--- src/rtl/uart_pkg.sv ---
// Shared UART constants: frame format, default sizing and RX state encoding.
package uart_pkg;

    localparam int unsigned DEF_DATA_WIDTH = 8;
    localparam int unsigned DEF_OS_RATE    = 16;

    localparam logic START_BIT  = 1'b0;
    localparam logic STOP_BIT   = 1'b1;
    localparam logic IDLE_LEVEL = 1'b1;

    localparam logic [2:0] ST_IDLE  = 3'd0;
    localparam logic [2:0] ST_START = 3'd1;
    localparam logic [2:0] ST_DATA  = 3'd2;
    localparam logic [2:0] ST_STOP  = 3'd3;
    localparam logic [2:0] ST_BREAK = 3'd4;

endpackage

--- src/rtl/uart_rx_deser_if.sv ---
// AXI-Stream byte channel carrying received UART data.
interface uart_rx_deser_if #(
    parameter int unsigned DATA_WIDTH = 8
);

    logic [DATA_WIDTH-1:0] data;
    logic                  valid;
    logic                  ready;

    modport master (output data, output valid, input ready);
    modport slave  (input data, input valid, output ready);

endinterface

--- src/rtl/uart_rx_sync.sv ---
// Multi-stage synchroniser for an asynchronous serial line; resets to the idle level.
module uart_rx_sync
    import uart_pkg::*;
#(
    parameter int unsigned SYNC_STAGES = 2
) (
    input  logic i_clk,
    input  logic i_rst,
    input  logic rx_in,
    output logic rxs
);

    logic [SYNC_STAGES-1:0] sync_q;

    always_ff @(posedge i_clk) begin
        if (!i_rst) begin
            sync_q <= {SYNC_STAGES{IDLE_LEVEL}};
        end else begin
            sync_q <= {sync_q[SYNC_STAGES-2:0], rx_in};
        end
    end

    assign rxs = sync_q[SYNC_STAGES-1];

endmodule

--- src/rtl/uart_rx_deser.sv ---
// 8N1 UART receiver: oversampled start validation, LSB-first deserialiser,
// single-entry AXI-Stream holding register with framing-error and overrun pulses.
module uart_rx_deser
    import uart_pkg::*;
#(
    parameter int unsigned DATA_WIDTH  = DEF_DATA_WIDTH,
    parameter int unsigned OS_RATE     = DEF_OS_RATE,
    parameter int unsigned SYNC_STAGES = 2
) (
    input  logic               i_clk,
    input  logic               i_rst,
    input  logic               rx_in,
    input  logic               os_en,
    uart_rx_deser_if.master    m_axis,
    output logic               frame_err,
    output logic               overrun
);

    localparam int unsigned OS_W  = $clog2(OS_RATE);
    localparam int unsigned BIT_W = $clog2(DATA_WIDTH + 1);

    localparam logic [OS_W-1:0]  OS_MID   = OS_W'(OS_RATE / 2 - 1);
    localparam logic [OS_W-1:0]  OS_LAST  = OS_W'(OS_RATE - 1);
    localparam logic [BIT_W-1:0] BIT_LAST = BIT_W'(DATA_WIDTH - 1);

    logic                  rxs;
    logic [2:0]            state_q, state_d;
    logic [OS_W-1:0]       os_cnt_q, os_cnt_d;
    logic [BIT_W-1:0]      bit_cnt_q, bit_cnt_d;
    logic [DATA_WIDTH-1:0] shift_q, shift_d;
    logic [DATA_WIDTH-1:0] data_q;
    logic                  valid_q;
    logic                  frame_err_q;
    logic                  overrun_q;
    logic                  byte_done;
    logic                  frame_bad;

    uart_rx_sync #(
        .SYNC_STAGES (SYNC_STAGES)
    ) u_sync (
        .i_clk (i_clk),
        .i_rst (i_rst),
        .rx_in (rx_in),
        .rxs   (rxs)
    );

    always_comb begin
        state_d   = state_q;
        os_cnt_d  = os_cnt_q;
        bit_cnt_d = bit_cnt_q;
        shift_d   = shift_q;
        byte_done = 1'b0;
        frame_bad = 1'b0;
        if (os_en) begin
            case (state_q)
                ST_IDLE: begin
                    if (rxs == START_BIT) begin
                        state_d  = ST_START;
                        os_cnt_d = '0;
                    end
                end
                ST_START: begin
                    if (os_cnt_q == OS_MID) begin
                        os_cnt_d  = '0;
                        bit_cnt_d = '0;
                        // A start bit gone high by mid-bit was line noise.
                        state_d   = (rxs == START_BIT) ? ST_DATA : ST_IDLE;
                    end else begin
                        os_cnt_d = os_cnt_q + OS_W'(1);
                    end
                end
                ST_DATA: begin
                    if (os_cnt_q == OS_LAST) begin
                        os_cnt_d  = '0;
                        shift_d   = {rxs, shift_q[DATA_WIDTH-1:1]};
                        bit_cnt_d = bit_cnt_q + BIT_W'(1);
                        if (bit_cnt_q == BIT_LAST) begin
                            state_d = ST_STOP;
                        end
                    end else begin
                        os_cnt_d = os_cnt_q + OS_W'(1);
                    end
                end
                ST_STOP: begin
                    if (os_cnt_q == OS_LAST) begin
                        os_cnt_d = '0;
                        if (rxs == STOP_BIT) begin
                            byte_done = 1'b1;
                            state_d   = ST_IDLE;
                        end else begin
                            frame_bad = 1'b1;
                            state_d   = ST_BREAK;
                        end
                    end else begin
                        os_cnt_d = os_cnt_q + OS_W'(1);
                    end
                end
                ST_BREAK: begin
                    // Hold off until the line returns idle so a break is not decoded as frames.
                    if (rxs == IDLE_LEVEL) begin
                        state_d = ST_IDLE;
                    end
                end
                default: state_d = ST_IDLE;
            endcase
        end
    end

    always_ff @(posedge i_clk) begin
        if (!i_rst) begin
            state_q     <= ST_IDLE;
            os_cnt_q    <= '0;
            bit_cnt_q   <= '0;
            shift_q     <= '0;
            data_q      <= '0;
            valid_q     <= 1'b0;
            frame_err_q <= 1'b0;
            overrun_q   <= 1'b0;
        end else begin
            state_q     <= state_d;
            os_cnt_q    <= os_cnt_d;
            bit_cnt_q   <= bit_cnt_d;
            shift_q     <= shift_d;
            frame_err_q <= frame_bad;
            overrun_q   <= byte_done && valid_q && !m_axis.ready;
            // A handshake in the completion cycle frees the register for the new byte.
            if (byte_done && (!valid_q || m_axis.ready)) begin
                data_q  <= shift_q;
                valid_q <= 1'b1;
            end else if (valid_q && m_axis.ready) begin
                valid_q <= 1'b0;
            end
        end
    end

    assign m_axis.data  = data_q;
    assign m_axis.valid = valid_q;
    assign frame_err    = frame_err_q;
    assign overrun      = overrun_q;

endmodule
--- src/flat_wrapper.sv ---
// flat-port wrapper written by rule: the top's interface ports become plain ports
module uart_rx_deser_flat import uart_pkg::*;
#(
    parameter int unsigned DATA_WIDTH  = DEF_DATA_WIDTH,
    parameter int unsigned OS_RATE     = DEF_OS_RATE,
    parameter int unsigned SYNC_STAGES = 2
)
  (i_clk, i_rst, rx_in, os_en, frame_err, overrun, m_axis_data, m_axis_valid, m_axis_ready);
  uart_rx_deser_if #(.DATA_WIDTH(DATA_WIDTH)) m_axis_i ();
  input  logic i_clk;
  input  logic i_rst;
  input  logic rx_in;
  input  logic os_en;
  output logic frame_err;
  output logic overrun;
  output wire logic [$bits(m_axis_i.data)-1:0] m_axis_data;
  output wire logic [$bits(m_axis_i.valid)-1:0] m_axis_valid;
  input wire logic [$bits(m_axis_i.ready)-1:0] m_axis_ready;
  assign m_axis_data = m_axis_i.data;
  assign m_axis_valid = m_axis_i.valid;
  assign m_axis_i.ready = m_axis_ready;
  uart_rx_deser #(.DATA_WIDTH(DATA_WIDTH), .OS_RATE(OS_RATE), .SYNC_STAGES(SYNC_STAGES)) u_core (.i_clk(i_clk), .i_rst(i_rst), .rx_in(rx_in), .os_en(os_en), .m_axis(m_axis_i), .frame_err(frame_err), .overrun(overrun));
endmodule
--- config.mk ---
export PLATFORM = sky130hd
export DESIGN_NAME = uart_rx_deser_flat
export DESIGN_NICKNAME = d
export VERILOG_FILES = /design/src/rtl/uart_pkg.sv /design/src/rtl/uart_rx_deser_if.sv /design/src/rtl/uart_rx_sync.sv /design/src/rtl/uart_rx_deser.sv /design/src/flat_wrapper.sv
export SDC_FILE = /design/constraint.sdc
export NUM_CORES = 1
export LEC_CHECK = 0
export BUFFER_PORTS_ARGS = -buffer_cell sky130_fd_sc_hd__buf_2
export CAP_MARGIN = 20
export CORE_ASPECT_RATIO = 0.8
export CORE_MARGIN = 2
export CORE_UTILIZATION = 25
export CTS_BUF_LIST = sky130_fd_sc_hd__clkbuf_4
export DETAILED_ROUTE_END_ITERATION = 12
export PLACE_DENSITY = 0.45
export SYNTH_ARGS = -nofsm -noshare
export SYNTH_HDL_FRONTEND = slang
export SYNTH_SLANG_ARGS = --single-unit
--- constraint.sdc ---
create_clock -name i_clk -period 2.16 [get_ports i_clk]
set_input_delay 0.216 -clock i_clk [delete_from_list [all_inputs] [get_ports i_clk]]
set_output_delay 0.216 -clock i_clk [all_outputs]
set_load 0.1 [all_outputs]
* Word-level counts from Yosys, hierarchy flattened
Cells that the tools add are included.
Cells by class: bitwise operators 0, reductions and logical operators 17, shift operators 0, mux-type cells 23, divide/modulo/power cells 0, $lt $le $gt $ge 0, multipliers 0, equal/unequal tests 13, $add $sub $neg 2
Operator list (number):
- $mux W3 | 7
- $mux W4 | 5
- $pmux W3 S5 | 1
- $pmux W4 S3 | 1
- $add A4 B1 Y4 const B | 2
- $eq A4 B3 Y1 const B | 2
- $ne A2 B1 Y1 const B | 4
- $pmux W4 S2 | 1
- $reduce_and A4 Y1 | 2
- $mux W1 | 7
- $reduce_and A7 Y1 | 1
- $eq A3 B2 Y1 const B | 2
- $reduce_and A3 Y1 | 2
- $eq A4 B4 Y1 const B | 1
- $logic_and A1 B1 Y1 | 4
- $ne A2 B2 Y1 const B | 2
- $reduce_bool A2 Y1 | 2
- $eq A3 B1 Y1 const B | 1
- $eq A3 B3 Y1 const B | 1
- $logic_not A3 Y1 | 1
- $reduce_bool A3 Y1 | 1
- $logic_not A1 Y1 | 2
- $mux W2 | 1
- $reduce_or A2 Y1 | 1
- $logic_or A1 B1 Y1 | 1
Storage, ports and cells: output and inout port bits 11, logic and storage cells 64, bits in latches 0, memory bits (read-only) 0, flip-flop bits (word level) 32, input port bits 5, RAM bits 0, memories 0

* Depth between registers and ports, before layout
depth after elaboration 6, gate-level depth with buffers 6, depth with buffers taken out 5

* Hierarchy
A second synthesis with hierarchy kept.
Second synthesis, totals: cells, all modules 152, area total of the unflattened synthesis 1451.4 sq um
By module, submodules not included:
- uart_rx_deser | cells an instance 148, sequential area each 600.6 sq um, area each 1398.8 sq um, instances 1
- uart_rx_sync | cells an instance 4, sequential area each 40.0 sq um, area each 52.6 sq um, instances 1

* Least setup slack after synthesis
No wires, ideal clock.
path kind reg-to-reg, from reg u_core.valid_q, in the netlist u_core.m_axis.valid, to reg u_core.data_q[6], in the netlist u_core.m_axis.data[6], path buffers 1, clock period less this slack 1.862 ns, arrival 1.788 ns, path slack 0.298 ns, required time 2.086 ns, cell stages (with the launch flop) 6, library setup time 0.074 ns, path through dfxtp_1 > nand2b_1 > nand4b_1 > clkbuf_1 > nand3_1 > o21ai_0
Between the ends: word-level cells in the longest chain between the ends 3
Ends and longest elaborated chain:
- from (decl) | line uart_rx_deser.sv:32 | logic valid_q;
- from (signal assigned) | line uart_rx_deser.sv:116 | valid_q <= 1'b0;
- from (signal assigned) | line uart_rx_deser.sv:129 | valid_q <= 1'b1;
- from (signal assigned) | line uart_rx_deser.sv:131 | valid_q <= 1'b0;
- $logic_not A1 Y1 | line uart_rx_deser.sv:127 | if (byte_done && (!valid_q || m_axis.ready)) begin
- $logic_or A1 B1 Y1 | line uart_rx_deser.sv:127
- $logic_and A1 B1 Y1 | line uart_rx_deser.sv:127
- to (signal assigned) | line uart_rx_deser.sv:128 | data_q <= shift_q;
- to (decl) | line uart_rx_deser.sv:31 | logic [DATA_WIDTH-1:0] data_q;
No other way between the ends. A chain may end at the register's enable or synchronous reset.

* Worst setup path in the final report
from reg u_core.state_q[1], to reg u_core.state_q[0]
Between the ends: word-level cells in the longest chain between the ends 3, elaborated cells between the ends (all ways) 13, those cells by class 10 x eq/ne; 1 x mux; 2 x reduce/logical
Ends and longest elaborated chain:
- from (decl) | line uart_rx_deser.sv:27 | logic [2:0] state_q, state_d;
- from (signal assigned) | line uart_rx_deser.sv:120 | state_q <= state_d;
- $eq A3 B2 Y1 (tied with other cells) | line uart_rx_deser.sv:55 | case (state_q)
- $ne A2 B1 Y1 (no source line) / $ne A2 B2 Y1 (equally long branches)
- $reduce_and A7 Y1 (no source line)
Parallel ways exist; a longest one is shown, timed or not.

==> run metrics <==
Post-Route WL=3050 um; worst clock skew=19.5 ps; Fin Hold WS=43.2 ps; port bufs=15; asr flop ratio synth=0; wire length on met3=123 um; Final #Nets=181; Gate Count Post-Synth=161; die area=6530 sq um; sequential power share=0.587; synthesized area per cell=9.15 sq um; Post-Syn Nets=168; status=completed; starting density of the core=0.265; post-synthesis register bit count=32; Least-Margin Pin Slew=497 ps; via/cell ratio=4.46; root buf cell=clkbuf_4; routed via count=1128; Max Freq=592 MHz; Leakage=0.602 nW; CTS clk-pin slew, worst paths=110 ps; TNS Setup=0 ps; switching part of the total=0.273; filler cell count=594; peak supply drop=0.191 mV; Mapped Area=1470 sq um; DR iter-0 viols=73; Layout area overhead=12.9%; routed wl met2=1340 um; DP Wirelength=2180 um; cts hold-fix bufs=0; Ys Warns=0; worst-path maximum fanout=10; unrepaired setup endpoints after global routing=false; Final Hold Viols=0; GRT overflow=0; CP Capture Type=flip-flop; max layer used=met4; diode count=0; largest net degree at the start of global routing=25; synth unique cells=40; Power Internal=0.000761 W; crit path DAT=1960 ps; EDFF count, synth=0; Relative slew margins=0.671; reg2reg setup slack=470 ps; final slew viol count=0; wire per inst=12.1 um; Finished Layout Cells=253; final setup fails=0; CTS tree=yes; gpl congestion=0.764; Clk pwr share=0.325; ys flop type=dfxtp_1; max_cap viols=0; Sw Pwr=0.000286 W; CTS Buf Count=5; H-tree lvl count=2; kind of critical path=flip-flop to flip-flop; CP required=2430 ps; antenna-violating nets left=0; first-pass GRT wire length=5260 um; metal1 wirelength=1540 um; die height=72.7 um; Clock Latency Late Sink=340 ps; Final Critical Period=1690 ps; Die Span X=89.8 um; most frequent cells in the layout=dfxtp_1 (32), nor2_1 (17), nand2_1 (16); Resize count post-CTS=0; number of I/O pins=16; Max clock buf depth=2; startpoint types=flip-flop; share of post-route cells with drive strength above 1=0.189; clock sink count=32; Comb pwr share=0.088; antenna violations before repair=0; Hold Path Class=input pin to flip-flop; DRT Pass-1 Iters=4; Row Count=24; Pwr Density=629 nW/um^2; post-CTS setup repair buffer count=0; placed cells=245; Residual DRC=0; gr usage total=0.104; CORE AREA=5560 sq um; Tcrit/Tclk final=0.782; commonest non-fill, non-tap cell in the layout=dfxtp_1; vias in the first global route=1133; post-synthesis sequential area ratio=0.435
kinds of logic after synthesis:
family                   count (synthesis)  synth area share
AND/OR/NAND/NOR                         69             0.254
multiplexers                            11            0.0747
buffers and inverters                   14            0.0467
AO/OA/AOI/OAI                           29             0.149
flip-flops                              32             0.435
XOR/XNOR                                 4            0.0238
adder cells (fa/ha/maj)                  2            0.0170
critical path: stages, from the launching register on:
cell      delay [ps]
dfxtp_1          530
or3b_1           520
o211ai_1         340
mux2i_1          230
per-layer routing:
layer | GRT usage | vias to the layer above
li1 | - | 590
met1 | 0.125 | 517
met2 | 0.160 | 17
met3 | 0.0455 | 4
met4 | 0.0513 | 0
met5 | 0 | -
power groups by stage:
stage          Sequential, W  Combinational, W  Clock [W]
3_5_place_dp        0.000628         0.0000924          0
4_1_cts             0.000614         0.0000930   0.000361
2_1_floorplan       0.000615         0.0000888          0
3_3_place_gp        0.000627         0.0000907          0
6_report            0.000615         0.0000918   0.000340
5_1_grt             0.000617          0.000101   0.000397
cell type report:
cell class	instances	area [sq um]	area share
timing repair buffer	18	97.6	0.0586
inverter	2	7.51	0.00451
clock inverter	3	18.8	0.0113
multi-input combinational	115	764	0.459
sequential	32	641	0.385
tap	78	97.6	0.0586
clock buffer	5	37.5	0.0226
path summary, 6_finish.rpt:
check	startpoint	to	cells past startpoint
worst min-delay path	rx_in	u_core.u_sync.sync_q[0]	2
worst max register to register	u_core.state_q[1]	u_core.state_q[0]	3
worst min register to register	u_core.u_sync.sync_q[0]	u_core.u_sync.sync_q[1]	1
worst max-delay path	u_core.state_q[1]	u_core.state_q[0]	3
stage by stage:
stage	instance area (sq um)	setup slack (ps)	util	power [W]
6_report	1660	471	0.300	0.00105
5_1_grt	1660	296	0.300	0.00112
4_1_cts	1660	449	0.300	0.00107
3_5_place_dp	1610	482	0.289	0.000720
3_3_place_gp	1610	521	0.289	0.000718
2_1_floorplan	1470	298	-	0.000704
flip-flops by register name (all words and copies together), names as in the netlist:
register,cells
u_core.bit_cnt_q,4
u_core.frame_err,1
u_core.m_axis.data,8
u_core.m_axis.valid,1
u_core.os_cnt_q,4
u_core.overrun,1
u_core.shift_q,8
u_core.state_q,3
u_core.u_sync.sync_q,2
Yosys cell counts, drive strengths merged, types with 3 or more instances:
library cell  instances  area share
nor3                  4       0.014
nand2                16       0.041
dfxtp                32        0.43
nor2                 18       0.057
mux2i                11       0.075
or3b                  3       0.020
nor2b                 3       0.013
xnor2                 3       0.018
nand3                12       0.041
a21oi                 4       0.014
a22oi                 3       0.015
clkbuf                7       0.018
nand2b                4       0.017
o21ai                12       0.041
buf                   5       0.024
Note: power is estimated with default switching activity, not from simulation.
